<file path="src/rtl/popcnt_vector_gen.sv">
`timescale 1ns/1ps
// popcnt_vector_gen
// Stimulus source for the popcount units. A request with weight k streams every
// WIDTH-bit word that has exactly k ones, in ascending order, over a registered
// valid/ready interface. Each next word is built with a Gosper next-combination
// step. When the run ends, finishes, or is aborted, the block returns to idle.
// Ports:
//   clk, rst_n                     clock, asynchronous active-low reset
//   req_valid/req_ready/req_k      request handshake carrying weight k
//   abort                          synchronous cancel of the current run
//   vec_valid/vec_ready/vec_data   generated word stream
//   vec_last                       final word of the run
//   done, bad_req                  one-cycle status pulses
//   word_cnt                       saturating count of accepted words
//   err                            sticky self-check error
// Optional feature: define POPGEN_SELFCHECK_EN to build a popcount checker on
// every beat. Without it, err is tied to 0.
module popcnt_vector_gen #(
  parameter int unsigned WIDTH = 32,
  parameter int unsigned CW    = $clog2(WIDTH + 1)
) (
  input  logic             clk,
  input  logic             rst_n,
  input  logic             req_valid,
  output logic             req_ready,
  input  logic [CW-1:0]    req_k,
  input  logic             abort,
  output logic             vec_valid,
  input  logic             vec_ready,
  output logic [WIDTH-1:0] vec_data,
  output logic             vec_last,
  output logic             done,
  output logic             bad_req,
  output logic [31:0]      word_cnt,
  output logic             err
);

  typedef enum logic {IDLE, RUN} state_e;

  state_e           state_q, state_d;
  logic [WIDTH-1:0] vec_data_q, vec_data_d;
  logic [WIDTH-1:0] top_q, top_d;
  logic             vec_valid_q, vec_valid_d;
  logic             vec_last_q, vec_last_d;
  logic             done_q, done_d;
  logic             bad_req_q, bad_req_d;
  logic             req_ready_q, req_ready_d;
  logic [31:0]      word_cnt_q, word_cnt_d;

  logic             accept;
  logic             beat;
  logic [WIDTH-1:0] low_bit;
  logic [WIDTH-1:0] ripple;
  logic [WIDTH-1:0] next_word;

  // Word with the n lowest bits set; safe for n == WIDTH without a wide shift.
  function automatic logic [WIDTH-1:0] mask_lo(input int unsigned n);
    logic [WIDTH-1:0] m;
    m = '0;
    for (int unsigned i = 0; i < WIDTH; i++) m[i] = (i < n);
    return m;
  endfunction

  // Priority encoder: index of the lowest set bit.
  function automatic int unsigned ctz(input logic [WIDTH-1:0] v);
    int unsigned idx;
    logic        found;
    idx   = 0;
    found = 1'b0;
    for (int unsigned i = 0; i < WIDTH; i++) begin
      if (v[i] && !found) begin
        idx   = i;
        found = 1'b1;
      end
    end
    return idx;
  endfunction

  assign accept = req_valid && req_ready_q;
  assign beat   = vec_valid_q && vec_ready;

  // Gosper step. The ripple cannot overflow because it is only used on non-last words.
  assign low_bit   = vec_data_q & (~vec_data_q + WIDTH'(1));
  assign ripple    = vec_data_q + low_bit;
  assign next_word = ripple | (((ripple ^ vec_data_q) >> 2) >> ctz(low_bit));

  // Next-state and registered-output logic.
  always_comb begin
    state_d     = state_q;
    vec_data_d  = vec_data_q;
    top_d       = top_q;
    vec_valid_d = vec_valid_q;
    vec_last_d  = vec_last_q;
    word_cnt_d  = word_cnt_q;
    done_d      = 1'b0;
    bad_req_d   = 1'b0;
    case (state_q)
      IDLE: begin
        if (accept) begin
          word_cnt_d = '0;
          if (32'(req_k) > WIDTH) begin
            bad_req_d = 1'b1;
            done_d    = 1'b1;
          end else begin
            state_d     = RUN;
            vec_valid_d = 1'b1;
            vec_data_d  = mask_lo(32'(req_k));
            top_d       = ~mask_lo(WIDTH - 32'(req_k));
            vec_last_d  = (mask_lo(32'(req_k)) == ~mask_lo(WIDTH - 32'(req_k)));
          end
        end
      end
      RUN: begin
        if (beat && (word_cnt_q != '1)) word_cnt_d = word_cnt_q + 32'd1;
        if (abort || (beat && vec_last_q)) begin
          state_d     = IDLE;
          vec_valid_d = 1'b0;
          vec_last_d  = 1'b0;
          done_d      = 1'b1;
        end else if (beat) begin
          vec_data_d = next_word;
          vec_last_d = (next_word == top_q);
        end
      end
      default: state_d = IDLE;
    endcase
    req_ready_d = (state_d == IDLE);
  end

  always_ff @(posedge clk or negedge rst_n) begin
    if (!rst_n) begin
      state_q     <= IDLE;
      vec_data_q  <= '0;
      top_q       <= '0;
      vec_valid_q <= 1'b0;
      vec_last_q  <= 1'b0;
      done_q      <= 1'b0;
      bad_req_q   <= 1'b0;
      req_ready_q <= 1'b1;
      word_cnt_q  <= '0;
    end else begin
      state_q     <= state_d;
      vec_data_q  <= vec_data_d;
      top_q       <= top_d;
      vec_valid_q <= vec_valid_d;
      vec_last_q  <= vec_last_d;
      done_q      <= done_d;
      bad_req_q   <= bad_req_d;
      req_ready_q <= req_ready_d;
      word_cnt_q  <= word_cnt_d;
    end
  end

  assign req_ready = req_ready_q;
  assign vec_valid = vec_valid_q;
  assign vec_data  = vec_data_q;
  assign vec_last  = vec_last_q;
  assign done      = done_q;
  assign bad_req   = bad_req_q;
  assign word_cnt  = word_cnt_q;

`ifdef POPGEN_SELFCHECK_EN
  logic [CW-1:0] k_q, k_d;
  logic          err_q, err_d;

  // Bit-sum of the word; synthesis reduces it to an adder tree.
  function automatic logic [CW-1:0] popcount(input logic [WIDTH-1:0] v);
    logic [CW-1:0] s;
    s = '0;
    for (int unsigned i = 0; i < WIDTH; i++) s = s + CW'(v[i]);
    return s;
  endfunction

  // Latch k at accept; flag any beat whose word weight differs from it.
  always_comb begin
    k_d   = k_q;
    err_d = err_q;
    if (accept) k_d = req_k;
    if (beat && (popcount(vec_data_q) != k_q)) err_d = 1'b1;
  end

  always_ff @(posedge clk or negedge rst_n) begin
    if (!rst_n) begin
      k_q   <= '0;
      err_q <= 1'b0;
    end else begin
      k_q   <= k_d;
      err_q <= err_d;
    end
  end

  assign err = err_q;
`else
  assign err = 1'b0;
`endif

endmodule

</file>
<file path="config.mk">
export PLATFORM = sky130hd
export DESIGN_NAME = popcnt_vector_gen
export DESIGN_NICKNAME = d
export VERILOG_FILES = /design/src/rtl/popcnt_vector_gen.sv
export SDC_FILE = /design/constraint.sdc
export NUM_CORES = 1
export LEC_CHECK = 0
export ABC_CLOCK_PERIOD_IN_PS = 11000
export CAP_MARGIN = 20
export CORE_MARGIN = 5
export CORE_UTILIZATION = 45
export DETAILED_ROUTE_END_ITERATION = 16
export SLEW_MARGIN = 20
export SYNTH_ARGS = -nofsm -noshare
export SYNTH_HDL_FRONTEND = slang
export SYNTH_SLANG_ARGS = --single-unit
</file>
<file path="constraint.sdc">
create_clock -name clk -period 11 [get_ports clk]
set_input_delay 2.2 -clock clk [delete_from_list [all_inputs] [get_ports clk]]
set_output_delay 2.2 -clock clk [all_outputs]
set_load 0.005 [all_outputs]
</file>
Word-level counts from Yosys, hierarchy flattened
Cells that the tools add are included.

storage, ports and cells
  bits in registers = 102
  bits in latches = 0
  RAM bits = 0
  ROM bits = 0
  bits of input ports = 11
  output and inout bits = 70
  logic and storage cells = 257
  memories = 0

cells by class
  add/sub/neg operators = 4
  multipliers = 0
  div/mod/pow operators = 0
  order comparisons = 65
  equality and inequality tests = 10
  shift-type cells = 1
  multiplexer cells = 88
  bitwise gates (word level) = 8
  reduce and logical (&&, ||, !) cells = 72

operator list
  kind                     count
  $mux W32                 35
  $lt A5 B32 Y1 const A    16
  $lt A4 B32 Y1 const A    8
  $lt A3 B32 Y1 const A    4
  $pmux W32 S2             2
  $lt A5 B6 Y1 const A     16
  $add A32 B1 Y32 const B  2
  $eq A32 B32 Y1           2
  $lt A1 B32 Y1 const A    2
  $lt A2 B32 Y1 const A    2
  $not A32 Y32             2
  $lt A4 B6 Y1 const A     8
  $mux W1                  46
  $logic_and A1 B1 Y1      35
  $add A32 B32 Y32         1
  $and A32 B32 Y32         1
  $ne A32 B32 Y1 const B   1
  $or A32 B32 Y32          1
  $shr A30 B32 Y32         1
  $xor A32 B32 Y32         1
  $logic_not A1 Y1         31
  $lt A3 B6 Y1 const A     4
  $lt A1 B6 Y1 const A     2
  $lt A2 B6 Y1 const A     2
  other kinds (12)         23

Longest topological paths before layout
  word-level depth = 103
  depth in mapped cells = 20
  depth with buffers taken out = 15

Worst setup path after synthesis
OpenSTA, ideal clock, no wires.

  path type = in2reg
  from = in req_k[3]
  to = reg vec_last_q, in the netlist vec_last
  library setup time = 92 ps
  arrival time = 5575 ps
  required time = 10908 ps
  setup slack = 5334 ps
  cell stages on the path = 14
  path through = clkbuf_1 or2_2 or4_1 nand2_1 nand2_1 a221oi_1 o221a_2 o211a_1 o2111ai_1 nor4_1 or4b_1 a2111o_1 or4_1 o31ai_2

on the way
  cells in the longest elaborated chain, start to end = 7
  elaborated cells on any way between the ends = 73
  classes of those cells = add/sub (1); order compare (65); eq/ne (2); mux (3); bitwise (1); reduce/logical (1)

RTL lines
  what                                         line  text
  start, declared                              26    input logic [CW-1:0] req_k,
  $sub A6 B6 Y7                                109   vec_last_d = (mask_lo(32'(req_k)) == ~mask_lo(WIDTH - 32'(req_k)));
  $lt A1 B32 Y1, or another cell as far along  60    for (int unsigned i = 0; i < WIDTH; i++) m[i] = (i < n);
  $not A32 Y32                                 109
  $eq A32 B32 Y1                               109
  $mux W1                                      101   if (32'(req_k) > WIDTH) begin
  $mux W1                                      99    if (accept) begin
  $pmux W1 S2                                  97    case (state_q)
  end signal, assigned                         146   vec_last_q <= vec_last_d;
  end, declared                                44    logic vec_last_q, vec_last_d;

Several ways; a longest one is shown, not always the timed one. The select of a mux whose other input is x is not followed.
A chain may end at the register's enable or synchronous reset.

Worst setup path in the final report
Ends and elaborated chain as after synthesis.

==> summary.txt <==
Global routing
  • Overflow after GRT: 0
  • Largest net degree at the start of global routing: 77
  • First-pass GRT wire length: 68,300 um
  • Initial antenna violation count: 0
  • GRT Resource Usage Total: roughly 33%
  • Vias in the first global route: around 11,000

Logic synthesis
  • Number of synthesized flops with an enable pin: 0
  • Synth top area share: between 20% and 30%
  • Sequential area share after synthesis: 23.9%
  • Count of cell types in the netlist: slightly above 100
  • Syn Area/Cell: around 7.2 um2
  • Largest cells by area after synthesis: dfrtp_1 24%, o21ai_0 7.4%, nand2_1 7.2%, nor2_1 5.0%, a21oi_1 3.8%
  • Synth Net Count: 1,493
  • Primary FF master, synth: dfrtp_1
  • Async SR Flop Fraction: 100%
  • Yosys top cell by area: dfrtp_1
  • Synthesized flop and latch total: 102
  • Post-Syn Area: between 0.01 and 0.015 mm2
  • Syn. warnings: 0
  • Mapped Cells: 1,478

Drt
  • Via count: between 10,000 and 15,000
  • DR vias/cell: around 6.7
  • Total Wirelength: between 40,000 and 50,000 um
  • WL per Instance: roughly 25 um
  • DRC errors left: 0
  • 1st-iter DRT viols: ~1,700
  • First-pass DRT Iterations: 6
  • DRT antenna net count: 0

STA
  • Final Setup Violations: 0
  • Slew margin rel.: 25.5%
  • Unrepaired setup endpoints after global routing: no
  • Setup WS post-layout: a little over 4 ns
  • Tightest Pin Transition: between 1 and 1.5 ns
  • Fmax: about 150 MHz
  • Final Cycle Share: between 60 and 70%
  • Final hold vios: 0
  • Worst Skew: about 0.012 ns
  • Final critical-path required period: ~7 ns
  • Max-slew violation count: 0
  • Setup TNS: 0 ns

Setup path
  • Family with the most delay on the worst path: simple AND/OR/NAND/NOR gates
  • Worst endpoint required time: 11.26 ns
  • Cell with the most instances on the worst path: or4_1
  • CP Buf/Inv Count: 1
  • Slowest-stage cell, CP: clkdlybuf4s50_1
  • Critical Path End Type: flop
  • CP Max Fanout: 60
  • Crit-path cells: clkdlybuf4s50_1 -> or2_2 -> or4_1 -> nand2_1 -> nand2_2 -> a221oi_1 -> o221a_2 -> o211a_1 -> o2111ai_1 -> nor4_1 -> or4b_1 -> a2111o_1 -> or4_1 -> o31ai_2
  • CP Launch Type: primary input
  • Critical path type: in -> reg
  • Crit path DAT: 7.15 ns
  • Crit path largest cell delay: 0.67 ns

Cells and area
  • Area Overhead vs Synth: 10.9%
  • Total Nets Final: 1,493
  • Fill cell count: between 2,000 and 2,500
  • Antenna fix cells: 0
  • Layout cells sized above 1: 8.02%

Placed design
  • DPL Wire Length: roughly 35,000 um
  • Placer Congestion: between 1 and 1.5
  • DP Worst Slack: approximately 3.8 ns
  • I/O Buffers: 79

Clocking
  • Max Buffers Root-to-Sink: 2
  • Post-CTS setup buffer count: 0
  • Hold Buf Count CTS: 0
  • Post_cts resized: 0
  • Clk_lat worst skew: between 0.3 and 0.4 ns
  • Clock Root Buffer: clkbuf_16
  • CTS tree: built
  • Htree depth: 3
  • Clock transition at the registers of the reported paths: approximately 0.08 ns
  • Total CTS buffers: 9
  • CTS sink cnt: 102

Hold path
  • Worst hold path type: reg -> reg

Die
  • Chip width: around 160 um
  • Core ar.: about 0.023 mm2
  • Initial core utilization: between 40% and 50%
  • Num rows: between 50 and 60
  • Die Area: between 0.02 and 0.03 mm2
  • Boundary Pins: between 80 and 90
  • Die height: ~160 um

Power
  • Peak supply drop: 0.0897 mV
  • Power per Cell Area: 259 mW/mm2
  • Leak Pwr: between 4 and 5 nW
  • Post-layout power: between 3 and 4 mW

Flow run
  • MaxCap Viol Count: 0

Run status
  • Outcome: finished clean
-- cells in the final DEF, fill, tap and decap left out, types with 16 or more instances in the layout --
| cell type | instances |
|---|---|
| inv_1 | 25 |
| or3_1 | 16 |
| clkdlybuf4s50_1 | 78 |
| o211ai_1 | 21 |
| nand2b_1 | 17 |
| a211oi_1 | 28 |
| a21oi_1 | 82 |
| nor3_1 | 41 |
| xnor2_1 | 18 |
| nand3_1 | 64 |
| dfrtp_1 | 101 |
| a21o_1 | 24 |
| and2_1 | 19 |
| o31ai_1 | 23 |
| a31oi_1 | 18 |
| nand2_1 | 203 |
| buf_4 | 27 |
| xor2_1 | 27 |
| nand4_1 | 16 |
| and3_1 | 19 |
| mux2i_1 | 18 |
| o21ai_0 | 157 |
| nor2b_1 | 19 |
| nor2_1 | 143 |
| nor4_1 | 16 |
-- Yosys cell counts, types with 13 or more instances --
cell type  count
nor2b_1       19
buf_2         26
nand3_1       64
nand2_1      205
nand2b_1      17
a211oi_1      28
inv_1         25
xnor2_1       18
nor4_1        16
clkbuf_1      71
and2_1        20
o21ai_0      157
or3_1         16
nor3_1        41
dfrtp_1      101
o211ai_1      21
nand4_1       16
mux2i_1       18
a21o_1        24
and3_1        19
a31oi_1       18
or2_2         14
a21oi_1       82
o31ai_1       23
xor2_1        27
nor2_1       143
mux2_2        13
a221oi_1      14
-- cells by family after synthesis --
logic type      count (synthesis)  share of synthesized area (%)
other cells                     1                         0.0352
xor+xnor                       45                           3.70
flops                         102                           23.9
fa+ha+maj                       4                          0.469
mux                            32                           3.27
compound gates                511                           32.4
buf+inv                       143                           6.27
simple gates                  640                           29.9
-- metrics by stage --
step	hold slack (ns)	cells	utilization (%)	area (um2)
after global routing	0.529	1802	50.5	11800
after detailed placement	0.500	1785	49.1	11500
after floorplan	0.462	1478	-	10700
after CTS	0.515	1801	50.4	11800
final	0.513	1802	50.5	11800
after global placement	0.491	1785	49.1	11500
-- path summary, 6_finish.rpt --
path | cells past startpoint | slack, ns | startpoint | end
worst max-delay path | 14 | 4.11 | req_k[3] | vec_last
worst min-delay path | 2 | 0.51 | top_q[14] | top_q[14]
worst max register to register | 15 | 4.62 | vec_data[2] | vec_last
worst min register to register | 2 | 0.51 | top_q[14] | top_q[14]
max in group asynchronous | 3 | 8.21 | rst_n | req_ready
min in group asynchronous | 1 | 1.77 | rst_n | vec_data[6]
-- tightest hold or removal path: cells and delay by family (launching register included) --
family,cells,cell delay [ns]
AO/OA/AOI/OAI,1,0.06
flip-flops,1,0.36
AND/OR/NAND/NOR,1,0.05
-- sequential cells by signal, summed over array words and instances (netlist names) --
name	flops
bad_req	1
state_q	1
vec_last	1
vec_valid	1
done	1
word_cnt	32
top_q	32
req_ready	1
vec_data	32
-- cell type report --
cell class,instances,area [um2],area share [%]
tap,319,399,3.38
multi-input combinational,1233,7450,63.0
clock buffer,10,239,2.02
timing repair buffer,106,1010,8.55
inverter,26,97.6,0.825
sequential,102,2550,21.6
clock inverter,6,76.3,0.645
-- layer usage --
layer	GRT usage [%]	wire length [um]	vias to the layer above
li1	-	-	5493
met1	46.0	19000	5741
met2	51.0	20100	685
met3	4.22	3760	118
met4	13.8	2060	0
met5	0	0	-
-- power breakdown --
group	switching [mW]	internal (mW)
combinational	1.22	0.723
sequential	0.317	0.462
clock	0.150	0.187
(Power assumes the default switching activity.)
